--- config.mk ---
export PLATFORM = sky130hd
export DESIGN_NAME = scr1_dmem_router_flat
export DESIGN_NICKNAME = d
export VERILOG_FILES = /design/src/rtl/scr1_dmem_router_if.sv /design/src/rtl/scr1_dmem_router.sv /design/src/flat_wrapper.sv
export SDC_FILE = /design/constraint.sdc
export NUM_CORES = 1
export LEC_CHECK = 0
export CAP_MARGIN = 10
export CORE_AREA = 2 2 160 162
export DETAILED_ROUTE_END_ITERATION = 6
export DIE_AREA = 0 0 162 164
export PLACE_DENSITY = 0.53
export SLEW_MARGIN = 20
export SYNTH_ARGS = -nofsm -noshare
export SYNTH_HDL_FRONTEND = slang
export SYNTH_SLANG_ARGS = --single-unit
--- constraint.sdc ---
create_clock -name clk -period 4.9 [get_ports clk]
set_input_delay 0.735 -clock clk [delete_from_list [all_inputs] [get_ports clk]]
set_output_delay 0.735 -clock clk [all_outputs]
set_load 0.05 [all_outputs]
--- src/rtl/scr1_dmem_router_if.sv ---
// Data memory channel: request fields from the initiator and the handshake,
// response and read data returned by the target.
interface scr1_dmem_router_if;
    logic        req;
    logic        cmd;
    logic [1:0]  width;
    logic [31:0] addr;
    logic [31:0] wdata;
    logic        req_ack;
    logic [31:0] rdata;
    logic [1:0]  resp;

    modport master (
        output req, cmd, width, addr, wdata,
        input  req_ack, rdata, resp
    );

    modport slave (
        input  req, cmd, width, addr, wdata,
        output req_ack, rdata, resp
    );
endinterface

--- src/rtl/scr1_dmem_router.sv ---
// Data memory router: decodes each core request address onto one of three
// target ports (TCM, timer, external bus). It tracks the single outstanding
// transaction and muxes that port's response straight back to the core.
// A new request may be accepted in the same cycle the previous one completes.
module scr1_dmem_router #(
    parameter logic [31:0] PORT0_ADDR_MASK    = 32'hFFFF0000,
    parameter logic [31:0] PORT0_ADDR_PATTERN = 32'h00480000,
    parameter logic [31:0] PORT1_ADDR_MASK    = 32'hFFFFFFE0,
    parameter logic [31:0] PORT1_ADDR_PATTERN = 32'h00490000
) (
    input  logic               clk,
    input  logic               rst,
    scr1_dmem_router_if.slave  dmem,
    scr1_dmem_router_if.master port0,
    scr1_dmem_router_if.master port1,
    scr1_dmem_router_if.master port2
);

    localparam logic [1:0] RESP_IDLE   = 2'd0;
    localparam logic [1:0] RESP_RDY_OK = 2'd1;
    localparam logic [1:0] RESP_RDY_ER = 2'd2;

    typedef enum logic {
        ST_ADDR,
        ST_DATA
    } state_e;

    state_e      state_q, state_d;
    logic [1:0]  port_q, port_d;

    logic [1:0]  sel;
    logic        sel_ack;
    logic [1:0]  act_resp;
    logic [31:0] act_rdata;
    logic        resp_done;
    logic        can_issue;
    logic        accept;

    // Request fields are broadcast to every port unregistered
    assign port0.cmd   = dmem.cmd;
    assign port0.width = dmem.width;
    assign port0.addr  = dmem.addr;
    assign port0.wdata = dmem.wdata;
    assign port1.cmd   = dmem.cmd;
    assign port1.width = dmem.width;
    assign port1.addr  = dmem.addr;
    assign port1.wdata = dmem.wdata;
    assign port2.cmd   = dmem.cmd;
    assign port2.width = dmem.width;
    assign port2.addr  = dmem.addr;
    assign port2.wdata = dmem.wdata;

    // Address decode; port 0 wins when both windows match, port 2 is the default
    always_comb begin
        sel = 2'd2;
        if ((dmem.addr & PORT0_ADDR_MASK) == PORT0_ADDR_PATTERN) begin
            sel = 2'd0;
        end else if ((dmem.addr & PORT1_ADDR_MASK) == PORT1_ADDR_PATTERN) begin
            sel = 2'd1;
        end
    end

    // Acknowledge from the port the current request decodes to
    always_comb begin
        case (sel)
            2'd0:    sel_ack = port0.req_ack;
            2'd1:    sel_ack = port1.req_ack;
            default: sel_ack = port2.req_ack;
        endcase
    end

    // Response and read data from the port owning the outstanding transaction
    always_comb begin
        case (port_q)
            2'd0: begin
                act_resp  = port0.resp;
                act_rdata = port0.rdata;
            end
            2'd1: begin
                act_resp  = port1.resp;
                act_rdata = port1.rdata;
            end
            default: begin
                act_resp  = port2.resp;
                act_rdata = port2.rdata;
            end
        endcase
    end

    // Issue qualification, request forwarding and core acknowledge
    always_comb begin
        resp_done    = (state_q == ST_DATA) &&
                       ((act_resp == RESP_RDY_OK) || (act_resp == RESP_RDY_ER));
        can_issue    = !rst && ((state_q == ST_ADDR) || resp_done);
        accept       = dmem.req && can_issue && sel_ack;
        port0.req    = dmem.req && can_issue && (sel == 2'd0);
        port1.req    = dmem.req && can_issue && (sel == 2'd1);
        port2.req    = dmem.req && can_issue && (sel == 2'd2);
        dmem.req_ack = accept;
    end

    // Core response: only the owning port's response, and only while awaiting it
    always_comb begin
        dmem.resp  = RESP_IDLE;
        dmem.rdata = '0;
        if (!rst && (state_q == ST_DATA)) begin
            dmem.resp = act_resp;
            if (act_resp == RESP_RDY_OK) begin
                dmem.rdata = act_rdata;
            end
        end
    end

    // Next state: an accept always lands in DATA with the new owner; completion
    // without a fresh accept returns to ADDR
    always_comb begin
        state_d = state_q;
        port_d  = port_q;
        case (state_q)
            ST_ADDR: begin
                if (accept) begin
                    state_d = ST_DATA;
                    port_d  = sel;
                end
            end
            ST_DATA: begin
                if (resp_done) begin
                    if (accept) begin
                        port_d = sel;
                    end else begin
                        state_d = ST_ADDR;
                    end
                end
            end
            default: state_d = ST_ADDR;
        endcase
    end

    // Transaction tracking registers
    always_ff @(posedge clk or posedge rst) begin
        if (rst) begin
            state_q <= ST_ADDR;
            port_q  <= 2'd0;
        end else begin
            state_q <= state_d;
            port_q  <= port_d;
        end
    end

endmodule

--- src/flat_wrapper.sv ---
// flat-port wrapper written by rule: the top's interface ports become plain ports
module scr1_dmem_router_flat 
#(
    parameter logic [31:0] PORT0_ADDR_MASK    = 32'hFFFF0000,
    parameter logic [31:0] PORT0_ADDR_PATTERN = 32'h00480000,
    parameter logic [31:0] PORT1_ADDR_MASK    = 32'hFFFFFFE0,
    parameter logic [31:0] PORT1_ADDR_PATTERN = 32'h00490000
)
  (clk, rst, dmem_req, dmem_cmd, dmem_width, dmem_addr, dmem_wdata, dmem_req_ack, dmem_rdata, dmem_resp, port0_req, port0_cmd, port0_width, port0_addr, port0_wdata, port0_req_ack, port0_rdata, port0_resp, port1_req, port1_cmd, port1_width, port1_addr, port1_wdata, port1_req_ack, port1_rdata, port1_resp, port2_req, port2_cmd, port2_width, port2_addr, port2_wdata, port2_req_ack, port2_rdata, port2_resp);
  scr1_dmem_router_if dmem_i ();
  scr1_dmem_router_if port0_i ();
  scr1_dmem_router_if port1_i ();
  scr1_dmem_router_if port2_i ();
  input  logic clk;
  input  logic rst;
  input wire logic [$bits(dmem_i.req)-1:0] dmem_req;
  input wire logic [$bits(dmem_i.cmd)-1:0] dmem_cmd;
  input wire logic [$bits(dmem_i.width)-1:0] dmem_width;
  input wire logic [$bits(dmem_i.addr)-1:0] dmem_addr;
  input wire logic [$bits(dmem_i.wdata)-1:0] dmem_wdata;
  output wire logic [$bits(dmem_i.req_ack)-1:0] dmem_req_ack;
  output wire logic [$bits(dmem_i.rdata)-1:0] dmem_rdata;
  output wire logic [$bits(dmem_i.resp)-1:0] dmem_resp;
  output wire logic [$bits(port0_i.req)-1:0] port0_req;
  output wire logic [$bits(port0_i.cmd)-1:0] port0_cmd;
  output wire logic [$bits(port0_i.width)-1:0] port0_width;
  output wire logic [$bits(port0_i.addr)-1:0] port0_addr;
  output wire logic [$bits(port0_i.wdata)-1:0] port0_wdata;
  input wire logic [$bits(port0_i.req_ack)-1:0] port0_req_ack;
  input wire logic [$bits(port0_i.rdata)-1:0] port0_rdata;
  input wire logic [$bits(port0_i.resp)-1:0] port0_resp;
  output wire logic [$bits(port1_i.req)-1:0] port1_req;
  output wire logic [$bits(port1_i.cmd)-1:0] port1_cmd;
  output wire logic [$bits(port1_i.width)-1:0] port1_width;
  output wire logic [$bits(port1_i.addr)-1:0] port1_addr;
  output wire logic [$bits(port1_i.wdata)-1:0] port1_wdata;
  input wire logic [$bits(port1_i.req_ack)-1:0] port1_req_ack;
  input wire logic [$bits(port1_i.rdata)-1:0] port1_rdata;
  input wire logic [$bits(port1_i.resp)-1:0] port1_resp;
  output wire logic [$bits(port2_i.req)-1:0] port2_req;
  output wire logic [$bits(port2_i.cmd)-1:0] port2_cmd;
  output wire logic [$bits(port2_i.width)-1:0] port2_width;
  output wire logic [$bits(port2_i.addr)-1:0] port2_addr;
  output wire logic [$bits(port2_i.wdata)-1:0] port2_wdata;
  input wire logic [$bits(port2_i.req_ack)-1:0] port2_req_ack;
  input wire logic [$bits(port2_i.rdata)-1:0] port2_rdata;
  input wire logic [$bits(port2_i.resp)-1:0] port2_resp;
  assign dmem_i.req = dmem_req;
  assign dmem_i.cmd = dmem_cmd;
  assign dmem_i.width = dmem_width;
  assign dmem_i.addr = dmem_addr;
  assign dmem_i.wdata = dmem_wdata;
  assign dmem_req_ack = dmem_i.req_ack;
  assign dmem_rdata = dmem_i.rdata;
  assign dmem_resp = dmem_i.resp;
  assign port0_req = port0_i.req;
  assign port0_cmd = port0_i.cmd;
  assign port0_width = port0_i.width;
  assign port0_addr = port0_i.addr;
  assign port0_wdata = port0_i.wdata;
  assign port0_i.req_ack = port0_req_ack;
  assign port0_i.rdata = port0_rdata;
  assign port0_i.resp = port0_resp;
  assign port1_req = port1_i.req;
  assign port1_cmd = port1_i.cmd;
  assign port1_width = port1_i.width;
  assign port1_addr = port1_i.addr;
  assign port1_wdata = port1_i.wdata;
  assign port1_i.req_ack = port1_req_ack;
  assign port1_i.rdata = port1_rdata;
  assign port1_i.resp = port1_resp;
  assign port2_req = port2_i.req;
  assign port2_cmd = port2_i.cmd;
  assign port2_width = port2_i.width;
  assign port2_addr = port2_i.addr;
  assign port2_wdata = port2_i.wdata;
  assign port2_i.req_ack = port2_req_ack;
  assign port2_i.rdata = port2_rdata;
  assign port2_i.resp = port2_resp;
  scr1_dmem_router #(.PORT0_ADDR_MASK(PORT0_ADDR_MASK), .PORT0_ADDR_PATTERN(PORT0_ADDR_PATTERN), .PORT1_ADDR_MASK(PORT1_ADDR_MASK), .PORT1_ADDR_PATTERN(PORT1_ADDR_PATTERN)) u_core (.clk(clk), .rst(rst), .dmem(dmem_i), .port0(port0_i), .port1(port1_i), .port2(port2_i));
endmodule
### Word-level counts from Yosys, hierarchy flattened

Index checks and enable logic that the tools add are counted.
Widths: inputs -> output; s select.

| operators by class | value |
|---|---|
| reduce and logical (&&, ||, !) cells | 13 |
| muxes and demuxes | 14 |
| equality and inequality tests | 8 |
| bitwise gates (word level) | 1 |

Operator list:

| operator | number |
|---|---|
| $mux 32 | 2 |
| $pmux 32 s2 | 1 |
| $eq 27x18->1 const B | 1 |
| $eq 16x7->1 const B | 1 |
| $mux 2 | 5 |
| $logic_and 1x1->1 | 8 |
| $pmux 2 s2 | 2 |
| $eq 2x1->1 const B | 3 |
| $eq 2x2->1 const B | 2 |
| $logic_not 2->1 | 2 |
| $pmux 1 s2 | 2 |
| $logic_or 1x1->1 | 2 |
| $mux 1 | 2 |
| $ne 2x2->1 const B | 1 |
| $logic_not 1->1 | 1 |
| $not 1->1 | 1 |

| storage, ports and cells | value |
|---|---|
| logic and storage cells | 38 |
| bits in registers | 3 |
| output and inout port bits | 239 |
| input bits | 175 |

### Depth between registers and ports, before layout

Gate-level depths: netlist (run 1).

| depth | value |
|---|---|
| depth in word-level cells | 12 |
| mapped depth | 10 |
| mapped depth without buffers | 9 |

### Worst setup path before layout (run 1)

Ideal clock, no wire load.

| path | value |
|---|---|
| path type | input -> output |
| start | input port port1_resp[1] |
| end | output port port1_req |
| path slack | 1.814 ns |
| buffers on the path | 0 |
| stages on the path | 8 |
| data arrival time | 2.351 ns |
| required time | 4.165 ns |
| path through | mux2i_1 > nor2_1 > a21oi_1 > ha_1 > nand2_1 > and3_1 > nand2_1 > nor2_1 |

| between the ends | value |
|---|---|
| longest elaborated chain between the ends | 8 |
| elaborated cells between the ends (all ways) | 9 |
| those cells by class | 2 x eq/ne; 1 x mux; 6 x reduce/logical |

Ends and longest elaborated chain:

| what | line | text |
|---|---|---|
| start, declared | flat_wrapper.sv:39 | `input wire logic [$bits(port1_i.resp)-1:0] port1_resp;` |
| $pmux 2 s2 (*) | scr1_dmem_router.sv:74 | `case (port_q)` |
| $eq 2x1->1 or $eq 2x2->1 (tied branches) | scr1_dmem_router.sv:93 | `((act_resp == RESP_RDY_OK) \|\| (act_resp == RESP_RDY_ER));` |
| $logic_or 1x1->1 (*) | scr1_dmem_router.sv:93 |  |
| $logic_and 1x1->1 (*) | scr1_dmem_router.sv:92 | `resp_done = (state_q == ST_DATA) &&` |
| $logic_or 1x1->1 (*) | scr1_dmem_router.sv:94 | `can_issue = !rst && ((state_q == ST_ADDR) \|\| resp_done);` |
| $logic_and 1x1->1 (*) | scr1_dmem_router.sv:94 |  |
| $logic_and 1x1->1 (*) (2 in a row) | scr1_dmem_router.sv:97 | `port1.req = dmem.req && can_issue && (sel == 2'd1);` |
| end, declared | flat_wrapper.sv:32 | `output wire logic [$bits(port1_i.req)-1:0] port1_req;` |

Mark *: on every way between the ends. The rest lies on a longest branch, timed or not.

### Worst setup path after layout (run 1)

Same ends and word-level chain as after synthesis.

==> results of run 1 <==
## area by class of cell
| type | instances | area [sq um] | share of cell area |
|---|---|---|---|
| flip-flops and latches | 3 | 77.57 | 0.01893 |
| repair buffers | 258 | 2490 | 0.6076 |
| inverters | 2 | 7.507 | 0.001832 |
| clock buffers | 4 | 78.83 | 0.01924 |
| well taps | 330 | 412.9 | 0.1008 |
| multi-input cells | 169 | 1031 | 0.2516 |
## cells by family after synthesis
group,share of synthesized area
buf+inv,0.5892
simple gates,0.1648
compound gates,0.08637
mux,0.1270
flops,0.02801
fa+ha+maj,0.004668
## sequential cells by signal, indices dropped and copies added, names as in the netlist
signal,flops
u_core.state_q,1
u_core.port_q,2
## worst min path at each step
stage	slack, ps	depth (start not counted)	startpoint	endpoint
5_1_grt	550	2	u_core.state_q	u_core.state_q
3_5_place_dp	530	2	u_core.state_q	u_core.state_q
4_1_cts	530	2	u_core.state_q	u_core.state_q
3_3_place_gp	530	2	u_core.state_q	u_core.state_q
6_report	530	2	u_core.state_q	u_core.state_q
2_1_floorplan	470	2	u_core.state_q	u_core.state_q
## where the power goes
part / total (uW) / internal, uW / leakage, uW / switching, uW
logic: 391 / 176 / 0.00137 / 215
clock network: 129 / 107 / 0.0000382 / 22.0
registers: 28.3 / 26.3 / 0.0000337 / 2.02
## critical path, delay by kind of cell
kind	cells	cell delay, ps
buffers and inverters	2	1230
AND/OR/NAND/NOR	5	640
adder cells (fa/ha/maj)	1	320
multiplexers	1	140
AO/OA/AOI/OAI	1	440
## through the flow
stage               utilization  area [sq um]  total power [uW]
global placement         0.1619          4019             420.9
detailed placement       0.1619          4019             421.4
CTS                      0.1651          4098             553.3
finish                   0.1651          4098             548.9
floorplan                     -          2680             527.3
global route             0.1651          4098             569.9
## layout by cell type, fill, tap and decap left out, drive strengths merged
cell type / count
and3: 1
dfrtp: 3
nor4b: 1
o21ba: 1
inv: 2
and2: 1
and4: 1
and4bb: 1
nand3: 2
nand2: 6
clkbuf: 4
buf: 37
nor2: 68
nand4: 2
a21oi: 38
ha: 1
nor3: 1
mux2i: 34
nand2b: 1
clkdlybuf4s50: 221
a22o: 2
nor2b: 2
o21ai: 2
nor4: 4
## metal layers
metal  vias up  GRT usage  part of all wire
li1       1156          -                 -
met1      1030    0.06378              0.32
met2       238     0.1342              0.50
met3        51    0.03283              0.13
met4         0    0.03741             0.055
met5         -          0                 0
==> impl_metrics.csv, run 1 <==
group,metric,value,unit
clocking,cts_buffers,3,
clocking,post_cts_resize_count,0,
synth,ys_ff_latch,3,
routing,dr.pass1.iters,4,
clocking,cts_tree,"yes",
synth,synth_nets,566,
critical_path,path_cells,"clkdlybuf4s50_1 -> mux2i_1 -> nor2_1 -> a21oi_1 -> ha_1 -> nand2_1 -> and3_1 -> nand2_1 -> nor2_1 -> clkdlybuf4s50_1",
floorplan,floorplan.initialDensity,0.1080,
floorplan,chipWidth,162,microns
timing,post-route-period-util,0.8674,
synth,ys_types,29,
clocking,cts_setup_buffers,0,
critical_path,r2r_start,"u_core.port_q[1]",
critical_path,cp.required,4160,ps
synth,ys_warn_count,0,
synth,synth_enable_flop_cells,0,
synth,synth_cells,390,
synth,avgSynthCellArea,6.872,sq um
routing,wire_per_inst,13.99,microns
synth,synth_most_common_cell,"buf_4",
timing,maxSlewViolCount,0,
power,leakagePower,0.001447,uW
critical_path,end_kind,"primary output",
routing,wl,10720,microns
cells_and_area,fin_nets,613,
critical_path,max_stage_delay,830,ps
timing,worstMarginPinSlew,733.2,ps
synth,synth_top_area_cell,"buf_4",
power,power_density,134.0,nW/um^2
grt,grt_pass1_vias,2462,
run,max-cap-violations,0,
timing,relSlewSlack,0.5112,
synth,yosysSeqAreaShare,0.02801,
critical_path,setup.worst_path.end,"port1_req",
critical_path,cp_max_fo,5,
routing,vias_per_cell,3.231,
floorplan,dieHeight,164,microns
timing,holdWs,532.5,ps
place,detailed_place_hpwl,9164,microns
grt,gr-total-overflow,0,
grt,antenna_found_initial,0,
critical_path,reg2reg_setup_slack,2400,ps
synth,netlist_area,2680,sq um
cells_and_area,antennaDiodeCount,0,
critical_path,cp.arrival,3520,ps
synth,synth_flop_cell,"dfrtp_1",
timing,rsz0062_at_grt,"no",
cells_and_area,layoutNonFillerInstCount,766,
place,dp.cells,762,
cells_and_area,layout-drive-gt1-share,0.1193,
routing,drcViolationCount,0,
grt,grt_pass1_wl,14310,microns
critical_path,crit_path_start_kind,"input pin",
power,peakVddDrop,204.6,uV
routing,via_count,2475,
clocking,worst_skew_pair.late_latency,220,ps
routing,drtIter0Drc,45,
cells_and_area,areaGrowthSynthToFinish,52.89,%
clocking,postCtsHoldBufs,0,
timing,fin_skew,3.000,ps
floorplan,die-area,26570,sq um
routing,ant_nets,0,
min_path,hold_class,"flip-flop to flip-flop",
place,routabilityCongestion,0.7203,
critical_path,reg2reg_depth,8,
critical_path,crit_start,"port1_resp[1]",
synth,yosys-top-cells-count,"buf_4 (201), nor2_1 (68), a21oi_1 (38)",
synth,netlist.area_leader.share,0.5630,
floorplan,row_count,58,
critical_path,cpMaxStageDelayCell,"clkdlybuf4s50_1",
timing,hold_viol,0,
run_status,outcome,"finished clean",
synth,synth_area_leaders,"buf_4 (56%), mux2i_1 (13%), nor2_1 (9.5%), a21oi_1 (7.1%), dfrtp_1 (2.8%)",
cells_and_area,fillCellCount,2829,
clocking,clockRootBuffer,"clkbuf_16",
floorplan,io-pin-count,414,
clocking,cts_buffer_depth,2,
clocking,htree_levels,1,
grt,grt_start_max_net_pins,39,
timing,setup_viol,0,
timing,max_freq,235.3,MHz
grt,grtUsageTotal,0.07139,
critical_path,crit_type,"input pin to primary output",
clocking,cts.reportedPaths.clkPinSlew,30,ps
critical_path,rr_endpoint,"u_core.port_q[0]",
place,portBuffers,253,
clocking,cts_sinks,3,
floorplan,coreArea,24820,sq um
timing,worst_slack,649.9,ps
timing,setup-tns-final,0,ps
synth,ys_async_sr_fraction,1.000,
timing,fin_crit,4250,ps
place,pre_cts_ws,617.7,ps
Power figures use the tool's default switching activity.
==> run 2: changes to the inputs <==
HOLD_SLACK_MARGIN = 0.02   (was not set)
SETUP_SLACK_MARGIN = 0.2   (was not set)
==> results of run 2 <==
Final layout, timing and power as in run 1 (identical DEF).
